==> config.mk <==
export PLATFORM = sky130hd
export DESIGN_NAME = seq_divider
export DESIGN_NICKNAME = d
export VERILOG_FILES = /design/src/rtl/seq_divider_pkg.sv /design/src/rtl/seq_divider_step.sv /design/src/rtl/seq_divider.sv
export SDC_FILE = /design/constraint.sdc
export NUM_CORES = 1
export LEC_CHECK = 0
export BUFFER_PORTS_ARGS = -buffer_cell sky130_fd_sc_hd__buf_2
export CORE_MARGIN = 3
export CORE_UTILIZATION = 25
export CTS_BUF_LIST = sky130_fd_sc_hd__clkbuf_16
export DETAILED_ROUTE_END_ITERATION = 7
export PLACE_DENSITY = 0.41
export SLEW_MARGIN = 30
export SYNTH_ARGS = -nofsm -noshare
export SYNTH_HDL_FRONTEND = slang
export SYNTH_SLANG_ARGS = --single-unit
==> constraint.sdc <==
create_clock -name clk -period 2.5 [get_ports clk]
set_clock_uncertainty 0.1 [all_clocks]
set_input_delay 0.375 -clock clk [delete_from_list [all_inputs] [get_ports clk]]
set_output_delay 0.375 -clock clk [all_outputs]
set_load 0.05 [all_outputs]
==> src/rtl/seq_divider_pkg.sv <==
`default_nettype none
// ============================================================================
// Module      : seq_divider_pkg
// Description : Shared types and helpers for the sequential restoring divider.
//               Holds the FSM state encoding, the default datapath width and
//               the iteration-counter width helper.
// Revision    : 1.0  initial release
// ============================================================================
package seq_divider_pkg;

    typedef enum logic [1:0] {
        IDLE = 2'd0,
        BUSY = 2'd1,
        DONE = 2'd2
    } state_t;

    localparam int DEFAULT_WIDTH = 8;

    // Bits needed to count WIDTH-1 down to 0; never narrower than one bit.
    function automatic int cnt_width(input int width);
        return (width <= 2) ? 1 : $clog2(width);
    endfunction

endpackage
`default_nettype wire

==> src/rtl/seq_divider_step.sv <==
`default_nettype none
// ============================================================================
// Module      : div_step
// Description : One combinational compare-subtract iteration of a restoring
//               divider. Shifts the next dividend bit into the partial
//               remainder and subtracts the divisor when it fits.
// Ports       : rem      partial remainder (always < divisor on entry)
//               q_msb    dividend bit shifted into the remainder
//               divisor  divisor (non-zero)
//               rem_next updated partial remainder
//               q_bit    quotient bit produced by this iteration
// Revision    : 1.0  initial release
// ============================================================================
module div_step #(
    parameter int WIDTH = 8
) (
    input  logic [WIDTH-1:0] rem,
    input  logic             q_msb,
    input  logic [WIDTH-1:0] divisor,
    output logic [WIDTH-1:0] rem_next,
    output logic             q_bit
);

    logic [WIDTH:0]   w_shift;
    logic [WIDTH-1:0] w_diff;

    assign w_shift = {rem, q_msb};
    assign q_bit   = (w_shift >= {1'b0, divisor});

    // rem < divisor on entry, so w_shift < 2*divisor and the true difference
    // always fits in WIDTH bits; modular WIDTH-bit subtraction is exact here.
    assign w_diff   = w_shift[WIDTH-1:0] - divisor;
    assign rem_next = q_bit ? w_diff : w_shift[WIDTH-1:0];

endmodule
`default_nettype wire

==> src/rtl/seq_divider.sv <==
`default_nettype none
// ============================================================================
// Module      : seq_divider
// Description : Multi-cycle unsigned restoring divider, one quotient bit per
//               clock, valid/ready handshake on operands and on results.
//               One operation in flight at a time.
// Ports       : clk, rst_n                 clock, async active-low reset
//               in_valid/in_ready          operand handshake (IDLE only)
//               dividend, divisor          operands, sampled on accept
//               out_valid/out_ready        result handshake (DONE only)
//               quotient, remainder        registered results
//               div_by_zero                divisor was zero for this result
// Revision    : 1.0  initial release
// ============================================================================
module seq_divider
    import seq_divider_pkg::*;
#(
    parameter int WIDTH = DEFAULT_WIDTH
) (
    input  logic             clk,
    input  logic             rst_n,
    input  logic             in_valid,
    output logic             in_ready,
    input  logic [WIDTH-1:0] dividend,
    input  logic [WIDTH-1:0] divisor,
    output logic             out_valid,
    input  logic             out_ready,
    output logic [WIDTH-1:0] quotient,
    output logic [WIDTH-1:0] remainder,
    output logic             div_by_zero
);

    localparam int                CNT_W      = cnt_width(WIDTH);
    localparam logic [CNT_W-1:0]  C_CNT_INIT = CNT_W'(WIDTH - 1);
    localparam logic [CNT_W-1:0]  C_CNT_ONE  = CNT_W'(1);
    localparam logic [WIDTH-1:0]  C_ZERO     = '0;

    state_t           r_state;
    state_t           w_state_next;
    logic [CNT_W-1:0] r_cnt;
    logic [WIDTH-1:0] r_q;
    logic [WIDTH-1:0] r_rem;
    logic [WIDTH-1:0] r_divisor;

    logic             w_accept;
    logic             w_last;
    logic [WIDTH-1:0] w_rem_next;
    logic             w_q_bit;
    logic [WIDTH-1:0] w_q_next;

    assign in_ready  = (r_state == IDLE);
    assign out_valid = (r_state == DONE);
    assign w_accept  = in_valid && in_ready;
    assign w_last    = (r_state == BUSY) && (r_cnt == '0);

    div_step #(
        .WIDTH (WIDTH)
    ) u_step (
        .rem      (r_rem),
        .q_msb    (r_q[WIDTH-1]),
        .divisor  (r_divisor),
        .rem_next (w_rem_next),
        .q_bit    (w_q_bit)
    );

    // r_q doubles as the dividend shifter: its MSB feeds the remainder while
    // quotient bits fill in from the LSB.
    assign w_q_next = {r_q[WIDTH-2:0], w_q_bit};

    // ---------------------------------------------------------------- FSM
    always_ff @(posedge clk or negedge rst_n) begin
        if (!rst_n) begin
            r_state <= IDLE;
        end else begin
            r_state <= w_state_next;
        end
    end

    always_comb begin
        w_state_next = r_state;
        case (r_state)
            IDLE: begin
                if (in_valid) begin
                    w_state_next = (divisor == C_ZERO) ? DONE : BUSY;
                end
            end
            BUSY: begin
                if (r_cnt == '0) begin
                    w_state_next = DONE;
                end
            end
            DONE: begin
                if (out_ready) begin
                    w_state_next = IDLE;
                end
            end
            default: w_state_next = IDLE;
        endcase
    end

    // ----------------------------------------------------------- datapath
    always_ff @(posedge clk or negedge rst_n) begin
        if (!rst_n) begin
            r_cnt       <= '0;
            r_q         <= '0;
            r_rem       <= '0;
            r_divisor   <= '0;
            quotient    <= '0;
            remainder   <= '0;
            div_by_zero <= 1'b0;
        end else if (w_accept) begin
            r_divisor <= divisor;
            r_q       <= dividend;
            r_rem     <= '0;
            r_cnt     <= C_CNT_INIT;
            if (divisor == C_ZERO) begin
                // Result is produced directly, the BUSY loop is skipped.
                quotient    <= '1;
                remainder   <= dividend;
                div_by_zero <= 1'b1;
            end else begin
                div_by_zero <= 1'b0;
            end
        end else if (r_state == BUSY) begin
            r_rem <= w_rem_next;
            r_q   <= w_q_next;
            if (w_last) begin
                quotient  <= w_q_next;
                remainder <= w_rem_next;
            end else begin
                r_cnt <= r_cnt - C_CNT_ONE;
            end
        end
    end

endmodule
`default_nettype wire

# [Yosys cells after proc, flatten, opt, wreduce, memory -nomap -nowiden]
# Cells that the tools add are included.
# Widths: inputs -> output; s select.
[op_classes] n_addsub=2 magnitude_cmp=1 eq_ne=7 muxes=22 n_reduce_logical=10
[op_table] operator="$mux 8" n=13
[op_table] operator="$ge 9x8->1" n=1
[op_table] operator="$mux 3" n=3
[op_table] operator="$logic_not 8->1" n=1
[op_table] operator="$mux 2" n=4
[op_table] operator="$sub 8x8->8" n=1
[op_table] operator="$ne 2x2->1 const B" n=3
[op_table] operator="$pmux 2 s3" n=1
[op_table] operator="$reduce_and 3->1" n=2
[op_table] operator="$ne 2x1->1 const B" n=2
[op_table] operator="$reduce_bool 2->1" n=2
[op_table] operator="$logic_not 3->1" n=1
[op_table] operator="$sub 3x1->3 const B" n=1
[op_table] operator="$eq 2x1->1 const B" n=1
[op_table] operator="$eq 2x2->1 const B" n=1
[op_table] operator="$logic_and 1x1->1" n=2
[op_table] operator="$logic_not 2->1" n=1
[op_table] operator="$reduce_and 2->1" n=1
[op_table] operator="$mux 1" n=1
[totals] register_bits=46 input_bits=20 output_inout_bits=19 elab_cells=50

# [Longest topological paths before layout]
# Gate-level depths: netlist of the first run.
[logic_depth] word_depth=5 ltp_mapped=9

# [Modules after synthesis]
# Synthesis of the first run repeated with hierarchy kept, for this count alone.
[hier_totals] cells_unflattened=274 hier_area_um2=2623.8
[by_module_without_submodules] module="seq_divider" n_inst=1 cells_per_inst=206 area_each_um2=2083.2 seq_area_each_um2=1151.1
[by_module_without_submodules] module="div_step" n_inst=1 cells_per_inst=68 area_each_um2=540.5 seq_area_each_um2=0.0

# [Worst setup path before layout of the first run]
# Ideal clock, no wire load.
[synth_timing] path_type="reg-to-reg" from="reg r_state[0]" to="reg r_q[0]" setup_time_ns=0.130 arrival_ns=1.993 required_time_ns=2.270 setup_slack_ns=0.277 path_stages_with_launch=7 cell_sequence="dfrtp_1 -> nor2_1 -> and2_1 -> clkbuf_1 -> nor2_1 -> a22oi_1 -> o21ai_0"
[synth_between] elab_chain_len=3 elab_cells_between_ends=5 classes_between="eq/ne: 1; mux: 1; reduce/logical: 3"
[synth_rtl] element="start: declaration" line_no="seq_divider.sv:38" rtl="state_t r_state;"
[synth_rtl] element="start signal: assignment" line_no="seq_divider.sv:75" rtl="r_state <= w_state_next;"
[synth_rtl] element="$logic_not 2->1 *" line_no="seq_divider.sv:51" rtl="assign in_ready = (r_state == IDLE);"
[synth_rtl] element="net in_ready" line_no="seq_divider.sv:23" rtl="output logic in_ready,"
[synth_rtl] element="$logic_and 1x1->1 *" line_no="seq_divider.sv:53" rtl="assign w_accept = in_valid && in_ready;"
[synth_rtl] element="$mux 8 / $reduce_bool 2->1 (equally long branches)"
[synth_rtl] element="end signal: assignment" line_no="seq_divider.sv:113" rtl="r_q <= dividend;"
[synth_rtl] element="end signal: assignment" line_no="seq_divider.sv:126" rtl="r_q <= w_q_next;"
[synth_rtl] element="end: declaration" line_no="seq_divider.sv:41" rtl="logic [WIDTH-1:0] r_q;"
# The timed path passes the listed nets; every way through them passes the cells marked *.
# A chain may end at the register's enable or synchronous reset.

# [Final worst setup path of the first run]
[layout_timing] from="reg r_q[7]" to="reg remainder[6]"
[layout_between] elab_chain_len=5 elab_cells_between_ends=6 classes_between="add/sub: 1; order compare: 1; mux: 4"
[layout_rtl] element="$sub 8x8->8 / $ge 9x8->1 (equally long branches)" line_no="seq_divider_step.sv:32, seq_divider_step.sv:28"
[layout_rtl] element="$mux 8 *" line_no="seq_divider_step.sv:33" rtl="assign rem_next = q_bit ? w_diff : w_shift[WIDTH-1:0];"
[layout_rtl] element="$mux 8 *" line_no="seq_divider.sv:127" rtl="if (w_last) begin"
[layout_rtl] element="$mux 8 *" line_no="seq_divider.sv:124" rtl="end else if (r_state == BUSY) begin"
[layout_rtl] element="$mux 8 *" line_no="seq_divider.sv:111" rtl="end else if (w_accept) begin"
[layout_rtl] element="end signal: assignment" line_no="seq_divider.sv:119" rtl="remainder <= dividend;"
[layout_rtl] element="end signal: assignment" line_no="seq_divider.sv:129" rtl="remainder <= w_rem_next;"
[layout_rtl] element="end: declaration" line_no="seq_divider.sv:29" rtl="output logic [WIDTH-1:0] remainder,"
# Mark *: on every way between the ends. The rest lies on a longest branch, timed or not. The select of a mux whose other input is x is not followed.

==> metrics.md, run 1 <==
| Metric | Value |
|---|---|
| Outcome | completed |
| Global-route wire length before repair | 10400 um |
| Top cell type's share of synthesized area | 48.9% |
| Final Hold Viols | 0 |
| WHS | 200 ps |
| Clock Sinks | 46 |
| Util after Layout | 32.8% |
| FILL cells | 932 |
| Htree depth | 2 |
| Critical path data required time | 2610 ps |
| Routed WL | 6170 um |
| # rows | 34 |
| Commonest non-fill, non-tap cells in the layout | dfrtp_1, buf_2, nand2_1, o21ai_0, inv_1 |
| Final-report max-slew violation count | 0 |
| CP cell instances | inv_1, ha_2, fa_1, and2b_4, o211ai_2, or4b_1, o311ai_1, mux2i_2, a21oi_1 |
| Area of the multi-input gates | 1120 um2 |
| Most common cell after layout, fill and taps aside | dfrtp_1 |
| Via Count | 1906 |
| Max Buffers Root-to-Sink | 2 |
| Mapped Cells | 239 |
| 1st-iter DRT viols | 111 |
| Floorplan core area | 8930 um2 |
| Wire length per cell | 15.5 um |
| Routed vias/inst | 4.80 |
| Ant diodes | 0 |
| WP data arrival | 2470 ps |
| CP top delay family | simple AND/OR/NAND/NOR gates |
| Area leader, netlist | dfrtp_1 |
| Reg clk slew, reported paths | 70 ps |
| Post-DP HPWL | 4790 um |
| Mean post-synth cell area | 9.86 um2 |
| Crit end category | register |
| Period utilisation layout | 94.4% |
| Drt first pass iters | 4 |
| DRC | 0 |
| Sequential fraction of the synthesis area | 48.9% |
| Gpl congestion | 0.759 |
| Total negative setup slack | 0 ps |
| Critical setup path kind | register to register |
| Crit path time final | 2360 ps |
| # IOs | 39 |
| CTS root buf | clkbuf_16 |
| Max Cap Viol | 0 |
| Layout net count | 319 |
| Clock Latency Late Sink | 290 ps |
| TritonCTS buffer count | 5 |
| Die span in y | 103 um |
| FF/Latch Area | 1150 um2 |
| Setup-failing EPs final | 0 |
| Initial antenna violation count | 0 |
| Setup Fix Bufs, Post-CTS | 0 |
| Syn nets | 270 |
| RSZ-0062 raised after global routing | false |
| Buffers on Ports | 38 |
| Gr ovfl total | 0 |
| Hold/Removal Path Class | primary input to register |
| Startpoint Class | register |
| Antenna viol nets, final | 0 |
| Layout cells sized above 1 | 24.9% |
| Worst Max-Slew Pin Slew | 474 ps |
| Slowest cell on the critical path | or4b_1 |
| Max Fclk | 424 MHz |
| Critical path peak fanout | 3 |
| Synth area leaders | dfrtp_1, nand2_1, ha_1, a22oi_1, o21ai_0 |
| Chip Width | 103 um |
| TritonCTS clock tree | done |
| DIE AREA | 10600 um2 |
| Area grow syn2layout | 24.4% |
| Worst slew margin | 68.3% |
| CP max stage delay | 450 ps |
| Total track usage | 12.7% |
| Number of global-route vias before repair | 1998 |
| Yosys Warn Count | 0 |
| #FFs+latches synth | 46 |
| Synth cell types | 47 |
| Largest net degree at the start of global routing | 25 |
| CP bufs+invs | 1 |
| Post-Syn Area | 2360 um2 |
| Initial Util | 26.4% |
[layer usage]
metal / global-route usage [%] / vias up / part of all wire [%]
met5: 0 / - / 0
li1: - / 945 / -
met4: 3.29 / 0 / 0.68
met3: 2.71 / 4 / 4.0
met2: 20.3 / 35 / 48
met1: 17.4 / 922 / 48
[metrics by stage]
step | area [um2] | worst slack, ps | cells
3_3_place_gp | 2730 | 117 | 388
4_1_cts | 2910 | 57.8 | 397
5_1_grt | 2930 | 14.8 | 397
2_1_floorplan | 2360 | 277 | 239
3_5_place_dp | 2730 | 100 | 388
6_report | 2930 | 141 | 397
[cells by family after synthesis]
group | share of synthesized area (%)
AOI/OAI and AO/OA | 21.1
and+or+nand+nor | 14.3
DFF | 48.9
buffers and inverters | 4.41
adders and majority gates | 6.16
muxes | 3.24
xor gates and xnor gates | 1.86
[path summary, 6_finish.rpt]
check / start / end / slack, ps / cells past startpoint
min in group asynchronous: rst_n / r_q[5] / 440 / 2
max reg2reg: r_q[7] / remainder[6] / 140 / 9
max: r_q[7] / remainder[6] / 140 / 9
max in group asynchronous: rst_n / r_divisor[5] / 1290 / 3
min reg2reg: div_by_zero / div_by_zero / 380 / 1
min: divisor[0] / r_divisor[0] / 200 / 3
[cells in the mapped netlist, drive strengths merged]
cell type  instances
dfrtp             46
nand2             34
o21ai             27
inv               15
a22oi             13
a21oi             11
ha                10
nor2               9
clkbuf             7
o22a               7
mux2i              5
a21o               4
nand2b             4
nand3              4
nor2b              4
nor3               4
xnor2              4
buf                3
or2                3
mux2               2
nor4               2
o211ai             2
o22ai              2
a2111o             1
a211o              1
a211oi             1
a221o              1
a221oi             1
a311oi             1
and2               1
and2b              1
and3               1
fa                 1
nand3b             1
nand4              1
o2111ai            1
o311ai             1
or3b               1
or4b               1
xor2               1
[layout make-up]
class,instances,share of cell area [%]
inverters,15,1.92
clock inverters,3,1.49
multi-input cells,168,38.3
well taps,108,4.61
clock buffers,5,4.27
flip-flops and latches,46,39.3
repair buffers,52,10.2
[what timing repair did]
| item | in CTS | in global routing |
|---|---|---|
| hold buffers | 1 | 0 |
| setup endpoints to repair | 0 | 8 |
| resized for setup | 0 | 5 |
| endpoints found under the hold margin | 14 | 0 |
[tightest hold or removal path, stage by stage]
cell and delay, ps:
buf_2 90, nand2_1 40, nand2_1 50
[state kept, by name, summed over array words and instances, names as in the netlist]
name         flops
quotient         8
r_divisor        8
r_q              8
r_rem            8
remainder        8
r_cnt            3
r_state          2
div_by_zero      1
Power of run 1 is left out: the tool's default activity adds up to more than one toggle a clock period on the data nets, which glitch-free logic cannot reach.
==> run 2: changes to the inputs <==
CORE_UTILIZATION = 30   (was 25)
CTS_CLUSTER_SIZE = 16   (was unset)
PLACE_DENSITY = 0.47   (was 0.41)
==> run 2 against run 1 <==
First-iteration DRC count fell by 9.9%. Non-clock buffer count fell by 5. Utilization rose by 5.6 points. Die area fell by 16%. Flip-flop and latch count did not move. Hold slack got worse by 120 ps. Global-route usage rose by 1.8 points. Critical path depth fell by 1. Largest cell class unchanged. Worst setup slack improved by 7.6 ps. Via count fell by 2.4%. Clock-buffer cell count did not move. Register-to-register slack barely moved.
==> metrics.md, run 2 (synthesis results as in run 1) <==
| Metric | Value |
|---|---|
| Outcome | completed |
| Crit path time final | 2350 ps (-7.64 ps) |
| CP top delay family | compound AO/OA/AOI/OAI gates |
| Hold buffers post-CTS | 0 (-1) |
| Max Buffers Root-to-Sink | 2 (unchanged) |
| Crit end category | register |
| Initial Util | 31.6% (+5.3 points) |
| Routed vias/inst | 4.86 (+1.2%) |
| Final-report max-slew violation count | 0 (unchanged) |
| CP max stage delay | 400 ps (-50 ps) |
| Drt first pass iters | 4 (unchanged) |
| Period utilisation layout | 94.1% (-0.31 points) |
| WHS | 80.1 ps (-120 ps) |
| Worst setup margin | 148 ps (+7.64 ps) |
| Ant diodes | 0 (unchanged) |
| Startpoint Class | register |
| Placed cell areas | 2690 um2 (-1.5%) |
| Gpl congestion | 0.796 (+5.0%) |
| Critical path data required time | 2610 ps (about the same) |
| TritonCTS clock tree | done |
| DRC | 0 (unchanged) |
| Largest net degree at the start of global routing | 47 (+88%) |
| Post-DP HPWL | 4260 um (-11%) |
| Most common cell after layout, fill and taps aside | dfrtp_1 |
| Final instance area | 2860 um2 (-2.5%) |
| CTS root buf | clkbuf_16 |
| Total track usage | 14.5% (+1.8 points) |
| FILL cells | 777 (-17%) |
| Routed WL | 5790 um (-6.1%) |
| CP bufs+invs | 1 (unchanged) |
| Pre-CTS setup slack | 165 ps (+65.4 ps) |
| Max Fclk | 425 MHz (+0.32%) |
| RSZ-0062 raised after global routing | false |
| Critical path peak fanout | 6 (+3) |
| Max Cap Viol | 0 (unchanged) |
| Number of global-route vias before repair | 1926 (-3.6%) |
| WP data arrival | 2460 ps (about the same) |
| Commonest non-fill, non-tap cells in the layout | dfrtp_1, buf_2, nand2_1, o21ai_0, inv_1 |
| Reg clk slew, reported paths | 70 ps (about the same) |
| DIE AREA | 8950 um2 (-16%) |
| Layout cells sized above 1 | 22.5% (-2.4 points) |
| Via Count | 1860 (-2.4%) |
| Floorplan core area | 7450 um2 (-17%) |
| Initial antenna violation count | 0 (unchanged) |
| Post_cts resized | 0 (unchanged) |
| Clock Latency Late Sink | 290 ps (about the same) |
| Critical setup path kind | register to register |
| # IOs | 39 (unchanged) |
| TritonCTS buffer count | 5 (unchanged) |
| Worst Max-Slew Pin Slew | 608 ps (+134 ps) |
| Final Hold Viols | 0 (unchanged) |
| Total negative setup slack | 0 ps (unchanged) |
| Worst slew margin | 59.5% (-8.8 points) |
| Htree depth | 2 (unchanged) |
| 1st-iter DRT viols | 100 (-9.9%) |
| Slowest cell on the critical path | dfrtp_1 |
| Chip Width | 94.6 um (-8.2%) |
| CP cell instances | ha_1, a21o_1, a211oi_2, nand2_1, o21ai_2, buf_4, mux2_2, o21ai_0 |
| R2R setup slack | 150 ps (about the same) |
| Hold/Removal Path Class | primary input to asynchronous set/reset pin |
| Buffers on Ports | 38 (unchanged) |
| Gr ovfl total | 0 (unchanged) |
| Clock Sinks | 46 (unchanged) |
| Antenna viol nets, final | 0 (unchanged) |
| Global-route wire length before repair | 10100 um (-3.0%) |
| Die span in y | 94.6 um (-8.2%) |
| Setup-failing EPs final | 0 (unchanged) |
| Setup Fix Bufs, Post-CTS | 0 (unchanged) |
| Wire length per cell | 15.1 um (-2.6%) |
| Layout net count | 314 (-1.6%) |
| # rows | 31 (-8.8%) |
| Area grow syn2layout | 21.3% |
[run 2: cell types whose count changed in the layout (fill, tap and decap cells not counted), sizes merged]
cell | before | now
dlygate4sd3 | 1 | 0
buf | 51 | 47
[run 2: layout make-up]
class                   instances  area (um2)  area share [%]
clock buffers                   5         125            4.38
clock inverters                 3        43.8            1.53
inverters                      15        56.3            1.97
multi-input cells             168        1100            38.5
flip-flops and latches         46        1150            40.3
well taps                      99         124            4.33
repair buffers                 47         258            9.02
[run 2: path summary, 6_finish.rpt]
check	endpoint	cells after the start	from
setup / recovery	remainder[0]	8	r_rem[5]
hold / removal	r_state[1]	2	rst_n
setup reg to reg	remainder[0]	8	r_rem[5]
hold reg to reg	quotient[2]	1	quotient[2]
max in group asynchronous	r_divisor[3]	2	rst_n
min in group clk	r_divisor[0]	3	divisor[0]
[run 2: worst reg2reg max path, delay by kind of cell (launching register included)]
kind	cells	cell delay, ps
fa+ha+maj	1	370
compound gates	4	770
mux	1	350
buf+inv	1	180
flops	1	400
simple gates	1	100
[run 2: through the flow]
step | utilization, % | instances
final | 38.4 | 383
after global routing | 38.4 | 383
after CTS | 38.4 | 383
after detailed placement | 36.1 | 375
after global placement | 36.1 | 375
after floorplan | - | 239
[run 2: metal layers]
layer	global-route usage (%)	wire (um)	up-vias	share of wire (%)
met1	20.6	2830	886	49
met4	4.33	72	0	1.2
met2	22.4	2710	31	47
met3	2.71	182	7	3.1
li1	-	-	936	-
met5	0	0	-	0
Power of run 2 is left out for the same reason.
